`src/rtl/multi_pkg.sv`:
```
// Shared constants, FSM state type and partial-product shift helper for the
// 78x78 chunked sequential multiplier.
package multi_pkg;

    localparam int CHUNK_A = 26;
    localparam int CHUNK_B = 17;
    localparam int N_A     = 3;
    localparam int N_B     = 5;
    localparam int N_PP    = 15;
    localparam int PP_W    = CHUNK_A + CHUNK_B;
    localparam int SHIFT_W = 8;

    typedef enum logic [1:0] {
        IDLE  = 2'd0,
        ISSUE = 2'd1,
        DRAIN = 2'd2,
        DONE  = 2'd3
    } state_t;

    // Bit offset of partial product (i, j): 26*i + 17*j, at most 120.
    function automatic logic [SHIFT_W-1:0] pp_shift(input logic [1:0] i, input logic [2:0] j);
        pp_shift = ({6'd0, i} * 8'd26) + ({5'd0, j} * 8'd17);
    endfunction

endpackage

```
`src/rtl/mul_26x17_pipe.sv`:
```
// Unsigned 26x17 -> 43 multiplier with a DSP_LAT-stage output pipeline,
// standing in for the DSP macro.
module mul_26x17_pipe #(
    parameter int DSP_LAT = 3
) (
    input  logic        clk,
    input  logic        rst_n,
    input  logic [25:0] a,
    input  logic [16:0] b,
    output logic [42:0] p
);

    logic [42:0] stage_r [DSP_LAT];

    // Multiply into the first stage, then shift down the pipeline.
    always_ff @(posedge clk) begin
        if (!rst_n) begin
            for (int i = 0; i < DSP_LAT; i++) begin
                stage_r[i] <= 43'd0;
            end
        end else begin
            stage_r[0] <= {17'd0, a} * {26'd0, b};
            for (int i = 1; i < DSP_LAT; i++) begin
                stage_r[i] <= stage_r[i-1];
            end
        end
    end

    assign p = stage_r[DSP_LAT-1];

endmodule

```
`src/rtl/multi_seq_78.sv`:
```
// Sequential 78x78 multiplier: fifteen 26x17 partial products issued one per
// cycle through a pipelined multiplier and summed into a 156-bit accumulator.
module multi_seq_78 #(
    parameter int RADIX   = 78,
    parameter int DSP_LAT = 3
) (
    input  logic                 clk,
    input  logic                 rst_n,
    input  logic                 in_valid,
    output logic                 in_ready,
    input  logic [RADIX-1:0]     a,
    input  logic [RADIX-1:0]     b,
    output logic                 out_valid,
    input  logic                 out_ready,
    output logic [2*RADIX-1:0]   prod,
    output logic                 busy
);

    import multi_pkg::*;

    state_t                 state_r;
    logic [RADIX-1:0]       a_r;
    logic [RADIX-1:0]       b_r;
    logic [3:0]             k_r;
    logic [1:0]             i_r;
    logic [2:0]             j_r;
    logic [3:0]             acc_cnt_r;
    logic [2*RADIX-1:0]     acc_r;
    logic [2*RADIX-1:0]     prod_r;
    logic                   in_ready_r;
    logic                   out_valid_r;
    logic                   busy_r;

    logic [CHUNK_A-1:0]     op_a_r;
    logic [CHUNK_B-1:0]     op_b_r;
    logic                   iss_v_r;
    logic [SHIFT_W-1:0]     iss_sh_r;
    logic                   tag_v_r  [DSP_LAT];
    logic [SHIFT_W-1:0]     tag_sh_r [DSP_LAT];

    logic [CHUNK_A-1:0]     a_chunk_s;
    logic [CHUNK_B-1:0]     b_chunk_s;
    logic [PP_W-1:0]        pp_s;
    logic [2*RADIX-1:0]     pp_ext_s;
    logic [2*RADIX-1:0]     acc_next_s;
    logic                   tag_v_out_s;
    logic [SHIFT_W-1:0]     tag_sh_out_s;

    mul_26x17_pipe #(.DSP_LAT(DSP_LAT)) u_mul (
        .clk   (clk),
        .rst_n (rst_n),
        .a     (op_a_r),
        .b     (op_b_r),
        .p     (pp_s)
    );

    assign tag_v_out_s  = tag_v_r[DSP_LAT-1];
    assign tag_sh_out_s = tag_sh_r[DSP_LAT-1];

    // Operand chunk selection and accumulator update for the returning product.
    always_comb begin
        a_chunk_s = {CHUNK_A{1'b0}};
        b_chunk_s = {CHUNK_B{1'b0}};
        case (i_r)
            2'd0:    a_chunk_s = a_r[25:0];
            2'd1:    a_chunk_s = a_r[51:26];
            2'd2:    a_chunk_s = a_r[77:52];
            default: a_chunk_s = {CHUNK_A{1'b0}};
        endcase
        case (j_r)
            3'd0:    b_chunk_s = b_r[16:0];
            3'd1:    b_chunk_s = b_r[33:17];
            3'd2:    b_chunk_s = b_r[50:34];
            3'd3:    b_chunk_s = b_r[67:51];
            3'd4:    b_chunk_s = {7'd0, b_r[77:68]};
            default: b_chunk_s = {CHUNK_B{1'b0}};
        endcase
        pp_ext_s = {(2*RADIX){1'b0}};
        pp_ext_s[PP_W-1:0] = pp_s;
        if (tag_v_out_s) begin
            acc_next_s = acc_r + (pp_ext_s << tag_sh_out_s);
        end else begin
            acc_next_s = acc_r;
        end
    end

    // Valid/shift tags travel alongside the multiplier pipeline.
    always_ff @(posedge clk) begin
        if (!rst_n) begin
            for (int i = 0; i < DSP_LAT; i++) begin
                tag_v_r[i]  <= 1'b0;
                tag_sh_r[i] <= {SHIFT_W{1'b0}};
            end
        end else begin
            tag_v_r[0]  <= iss_v_r;
            tag_sh_r[0] <= iss_sh_r;
            for (int i = 1; i < DSP_LAT; i++) begin
                tag_v_r[i]  <= tag_v_r[i-1];
                tag_sh_r[i] <= tag_sh_r[i-1];
            end
        end
    end

    // Control FSM, issue register, accumulator and registered outputs.
    always_ff @(posedge clk) begin
        if (!rst_n) begin
            state_r     <= IDLE;
            a_r         <= {RADIX{1'b0}};
            b_r         <= {RADIX{1'b0}};
            k_r         <= 4'd0;
            i_r         <= 2'd0;
            j_r         <= 3'd0;
            acc_cnt_r   <= 4'd0;
            acc_r       <= {(2*RADIX){1'b0}};
            prod_r      <= {(2*RADIX){1'b0}};
            in_ready_r  <= 1'b0;
            out_valid_r <= 1'b0;
            busy_r      <= 1'b0;
            op_a_r      <= {CHUNK_A{1'b0}};
            op_b_r      <= {CHUNK_B{1'b0}};
            iss_v_r     <= 1'b0;
            iss_sh_r    <= {SHIFT_W{1'b0}};
        end else begin
            iss_v_r <= 1'b0;
            case (state_r)
                IDLE: begin
                    if (in_valid && in_ready_r) begin
                        a_r        <= a;
                        b_r        <= b;
                        k_r        <= 4'd0;
                        i_r        <= 2'd0;
                        j_r        <= 3'd0;
                        acc_cnt_r  <= 4'd0;
                        acc_r      <= {(2*RADIX){1'b0}};
                        in_ready_r <= 1'b0;
                        busy_r     <= 1'b1;
                        state_r    <= ISSUE;
                    end else begin
                        in_ready_r <= 1'b1;
                    end
                end
                ISSUE: begin
                    iss_v_r  <= 1'b1;
                    op_a_r   <= a_chunk_s;
                    op_b_r   <= b_chunk_s;
                    iss_sh_r <= pp_shift(i_r, j_r);
                    if (k_r == 4'(N_PP - 1)) begin
                        state_r <= DRAIN;
                    end else begin
                        k_r <= k_r + 4'd1;
                        if (j_r == 3'(N_B - 1)) begin
                            j_r <= 3'd0;
                            i_r <= i_r + 2'd1;
                        end else begin
                            j_r <= j_r + 3'd1;
                        end
                    end
                    if (tag_v_out_s) begin
                        acc_r     <= acc_next_s;
                        acc_cnt_r <= acc_cnt_r + 4'd1;
                    end else begin
                        acc_r <= acc_r;
                    end
                end
                DRAIN: begin
                    if (tag_v_out_s) begin
                        acc_r     <= acc_next_s;
                        acc_cnt_r <= acc_cnt_r + 4'd1;
                        // The fifteenth returning product completes the sum.
                        if (acc_cnt_r == 4'(N_PP - 1)) begin
                            prod_r      <= acc_next_s;
                            out_valid_r <= 1'b1;
                            state_r     <= DONE;
                        end else begin
                            state_r <= DRAIN;
                        end
                    end else begin
                        state_r <= DRAIN;
                    end
                end
                DONE: begin
                    if (out_ready) begin
                        out_valid_r <= 1'b0;
                        busy_r      <= 1'b0;
                        in_ready_r  <= 1'b1;
                        state_r     <= IDLE;
                    end else begin
                        state_r <= DONE;
                    end
                end
                default: begin
                    state_r     <= IDLE;
                    out_valid_r <= 1'b0;
                    busy_r      <= 1'b0;
                    in_ready_r  <= 1'b0;
                end
            endcase
        end
    end

    assign in_ready  = in_ready_r;
    assign out_valid = out_valid_r;
    assign busy      = busy_r;
    assign prod      = prod_r;

endmodule

```
`config.mk`:
```
export PLATFORM = sky130hd
export DESIGN_NAME = multi_seq_78
export DESIGN_NICKNAME = d
export VERILOG_FILES = /design/src/rtl/multi_pkg.sv /design/src/rtl/mul_26x17_pipe.sv /design/src/rtl/multi_seq_78.sv
export SDC_FILE = /design/constraint.sdc
export NUM_CORES = 2
export LEC_CHECK = 0
export CAP_MARGIN = 20
export CORE_ASPECT_RATIO = 1.75
export CORE_MARGIN = 4
export CORE_UTILIZATION = 34
export CTS_BUF_LIST = sky130_fd_sc_hd__clkbuf_8 sky130_fd_sc_hd__clkbuf_16
export CTS_CLUSTER_DIAMETER = 60
export CTS_CLUSTER_SIZE = 25
export DETAILED_ROUTE_END_ITERATION = 7
export PLACE_DENSITY = 0.6
export REMOVE_ABC_BUFFERS = 1
export SKIP_CTS_REPAIR_TIMING = 1
export SYNTH_ARGS = -nofsm -noshare
export SYNTH_HDL_FRONTEND = slang
export SYNTH_SLANG_ARGS = --single-unit
```
`constraint.sdc`:
```
create_clock -name clk -period 9.8 [get_ports clk]
set_clock_uncertainty 0.15 [all_clocks]
set_input_delay 2.45 -clock clk [delete_from_list [all_inputs] [get_ports clk]]
set_output_delay 2.45 -clock clk [all_outputs]
set_load 0.02 [all_outputs]
```
==> results.md <==
| Parameter | Reported |
| --- | --- |
| Vias/cell | 5.43 |
| Register-to-Register Setup Slack | 0.89 ns |
| Share of layout cells above drive strength 1 | 4.92% |
| Final Max Tran Viols | 0 |
| Normalized max-slew margin | 16.2% |
| Combinational share of power | 13.1% |
| Setup crit start | tag_sh_r[0][16] |
| Drt pass-1 iters | 6 |
| Final worst path period share | 90.9% |
| Count of nets left with antenna violations after detail routing | 0 |
| Number of buffers inserted during clock tree synthesis | 56 |
| Antenna violations before repair | 2 |
| Synthesis-stage register bit count | 694 |
| Largest area contributor in the synthesized netlist | dfxtp_1 |
| Switching power share of the total | 32.5% |
| Cell area after layout | 59400 sq um |
| Destination of the critical timing path | prod[154] |
| Worst Hold Slack | 0.259 ns |
| Placed Instances | 8615 |
| Routed wire length | 207000 microns |
| Instance area at placement | 57100 sq um |
| Max VDD drop | 0.139 mV |
| Clock tree from TritonCTS | built |
| Critical path endpoint category | register |
| Number of cells on the worst reg-to-reg path | 22 |
| Worst-path fanout max | 24 |
| Area of the mapped netlist | 52300 sq um |
| Leak | 0.0239 uW |
| Most common cell type on the critical path | mux2i_1 |
| Flip-flop and latch area | 13900 sq um |
| Area added between synthesis and finish | 13.4% |
| Effective utilization at floorplan | 34.2% |
| Pin slew with the least headroom to its limit | 1.24 ns |
| Internal | 4360 uW |
| Type of the worst min-delay path | register to register |
| Synth top area cells | dfxtp_1, fa_1, nand2_1, ha_1, a21oi_1 |
| Critical path data required time | 10.30 ns |
| Total GRT Usage | 25.0% |
| Overflow after GRT | 0 |
| Maximum number of pins on one net before global-route repair | 100 |
| Crit path cell chain | buf_4 -> buf_4 -> mux2i_1 -> mux2i_1 -> mux2_2 -> mux2i_1 -> o22ai_1 -> o21ai_0 -> nor2_1 -> ha_1 -> nand2_1 -> nor2_1 -> nand2_1 -> or3_4 -> or4_4 -> nor3_4 -> o211ai_1 -> o211ai_2 -> a21oi_2 -> o221a_4 -> or4_1 -> nand3_1 |
| Max Clock Freq | 0.112 GHz |
| Ranking of synthesized cells by instance count | nand2_1, dfxtp_1, a21oi_1 |
| HPWL after detailed placement | 166000 microns |
| Clk slew on worst S/H paths | 0.09 ns |
| Setup repair after global routing missed its margin | false |
| Number of top-level pins | 319 |
| Via Count | 47400 |
| Post-layout utilization of the core | 38.8% |
| Seq pwr share | 46.7% |
| Die Span X | 305 microns |
| Sequential share of the synthesized area | 26.5% |
| Count of final hold-check violations | 0 |
| Cells after synthesis | 6640 |
| Critical register-to-register path startpoint | tag_sh_r[0][16] |
| Insertion delay to the later sink of the worst-skew pair | 0.71 ns |
| Number of filler cells placed in the layout | 16000 |
| Initial DRC count | 3077 |
| Synthesis warning total | 0 |
| Pwr dens | 109 nW/um^2 |
| Startpoint types | register |
| Maximum root-to-sink buffer count | 3 |
| Most instantiated library cell after synthesis | nand2_1 |
| Final GP Congestion | 1.05 |
| Number of buffers and inverters on the critical path | 2 |
| DRC violation count after routing | 0 |
| RR Endpoint | prod[154] |
| Post-synthesis async set-or-reset flop share | 0% |
| Wire length per cell after detailed routing | 23.8 microns |
| Core outline area | 153000 sq um |
| Root Driver | clkbuf_16 |
| Via count of the first global-routing pass | 48100 |
| First-pass GRT wire length | 306000 microns |
| H-tree depth reported by CTS | 2 |
| Vert. Die Dim | 527 microns |
| Critical path class | register to register |
| FP Rows | 190 |
| Time the worst path needs with I/O delays and setup | 8.91 ns |
| Number of unique standard cell types used by synthesis | 92 |
| Family of cells with the greatest summed delay on the critical path | simple AND/OR/NAND/NOR gates |
| Die area | 161000 sq um |
| IO Port Bufs | 318 |
| Result of the run | completed |
| WP depth | 22 |
| Non-filler cells, final | 8727 |
| Power spent charging and discharging nets | 2100 uW |
| Max stage delay cell, worst path | o21ai_0 |
| Setup violations, final | 0 |
| Nets@finish | 7482 |
| CTS sink count | 694 |
| Power, Total | 6460 uW |
| Number of enable flip-flop cells after synthesis | 0 |
| Synthesized area divided by synthesized cell count | 7.88 sq um |
| Relative contribution of the clock network to total power | 40.2% |
| Max-capacitance violation count | 0 |
| Max stage delay on crit path | 0.89 ns |
| Area taken by multi-input logic gates | 34900 sq um |
| Dominant synthesized flop cell | dfxtp_1 |
| Fraction of post-synthesis cell area in the top cell type by area | 26.5% |
| Arr. time, crit path | 9.41 ns |
registers in the layout, indices dropped and copies added (netlist names), 2 cells and up:
name	flops
k_r	4
tag_sh_r	24
prod	156
u_mul.stage_r	129
b_r	78
a_r	78
state_r	2
op_a_r	26
op_b_r	17
acc_r	156
j_r	3
i_r	2
acc_cnt_r	4
iss_sh_r	8
tag_v_r	3
kinds of logic after synthesis:
logic type | share of synthesized area (%)
AND/OR/NAND/NOR | 21.1
AO/OA/AOI/OAI | 18.5
buffers and inverters | 6.89
flip-flops | 26.5
adder cells (fa/ha/maj) | 20.9
XOR/XNOR | 3.21
multiplexers | 2.82
layout make-up:
cell class | instances | area share (%)
diodes | 6 | 0.0253
clock buffers | 56 | 2.36
clock inverters | 44 | 1.27
inverters | 492 | 3.12
multi-input cells | 5001 | 58.8
flip-flops and latches | 694 | 23.4
well taps | 2016 | 4.25
repair buffers | 418 | 6.74
per-layer routing:
| metal | GRT usage (%) | wire [microns] | vias up |
|---|---|---|---|
| met2 | 46.8 | 108000 | 1465 |
| li1 | - | - | 22300 |
| met4 | 19.9 | 20300 | 0 |
| met3 | 2.58 | 8020 | 529 |
| met5 | 0 | 0 | - |
| met1 | 25.1 | 71300 | 23100 |
how the worst min path moves through the flow:
| stage | start | endpoint | slack (ns) | cells past startpoint |
|---|---|---|---|---|
| 2_1_floorplan | tag_sh_r[0][2] | tag_sh_r[0][10] | 0.26 | 1 |
| 3_5_place_dp | u_mul.stage_r[0][63] | u_mul.stage_r[0][106] | 0.27 | 1 |
| 4_1_cts | u_mul.stage_r[0][20] | u_mul.stage_r[0][63] | 0.27 | 1 |
| 6_report | tag_v_r[0][1] | tag_v_r[0][2] | 0.26 | 1 |
| 5_1_grt | u_mul.stage_r[0][20] | u_mul.stage_r[0][63] | 0.29 | 1 |
| 3_3_place_gp | iss_v_r | tag_v_r[0][0] | 0.26 | 1 |
through the flow:
step | setup slack (ns) | TNS (ns)
3_3_place_gp | 1.40 | 0
3_5_place_dp | 1.22 | 0
4_1_cts | 1.21 | 0
5_1_grt | 0.846 | 0
2_1_floorplan | -6.09 | -614.06
6_report | 0.891 | 0
cell usage in the layout (no fill, tap or decap), types with 54 or more instances in the layout:
master	n
nand2_1	1154
dfxtp_1	690
a21oi_1	623
nor2_1	582
inv_1	488
fa_1	361
and2_1	320
clkdlybuf4s50_1	317
ha_1	295
o21ai_0	276
a22oi_1	117
xnor2_1	115
nand4_1	108
buf_4	94
nand3_1	93
a21o_1	91
xor2_1	77
clkbuf_16	56
o21bai_1	55
nor3_1	54
power by group through the flow:
stage | Combinational, uW | Sequential, uW | Clock [uW]
finish | 848 | 3020 | 2600
global route | 928 | 3030 | 2770
CTS | 862 | 3020 | 2690
detailed placement | 860 | 3080 | 0
global placement | 849 | 3080 | 0
floorplan | 457 | 3060 | 0
Note: power is estimated with default switching activity, not from simulation.
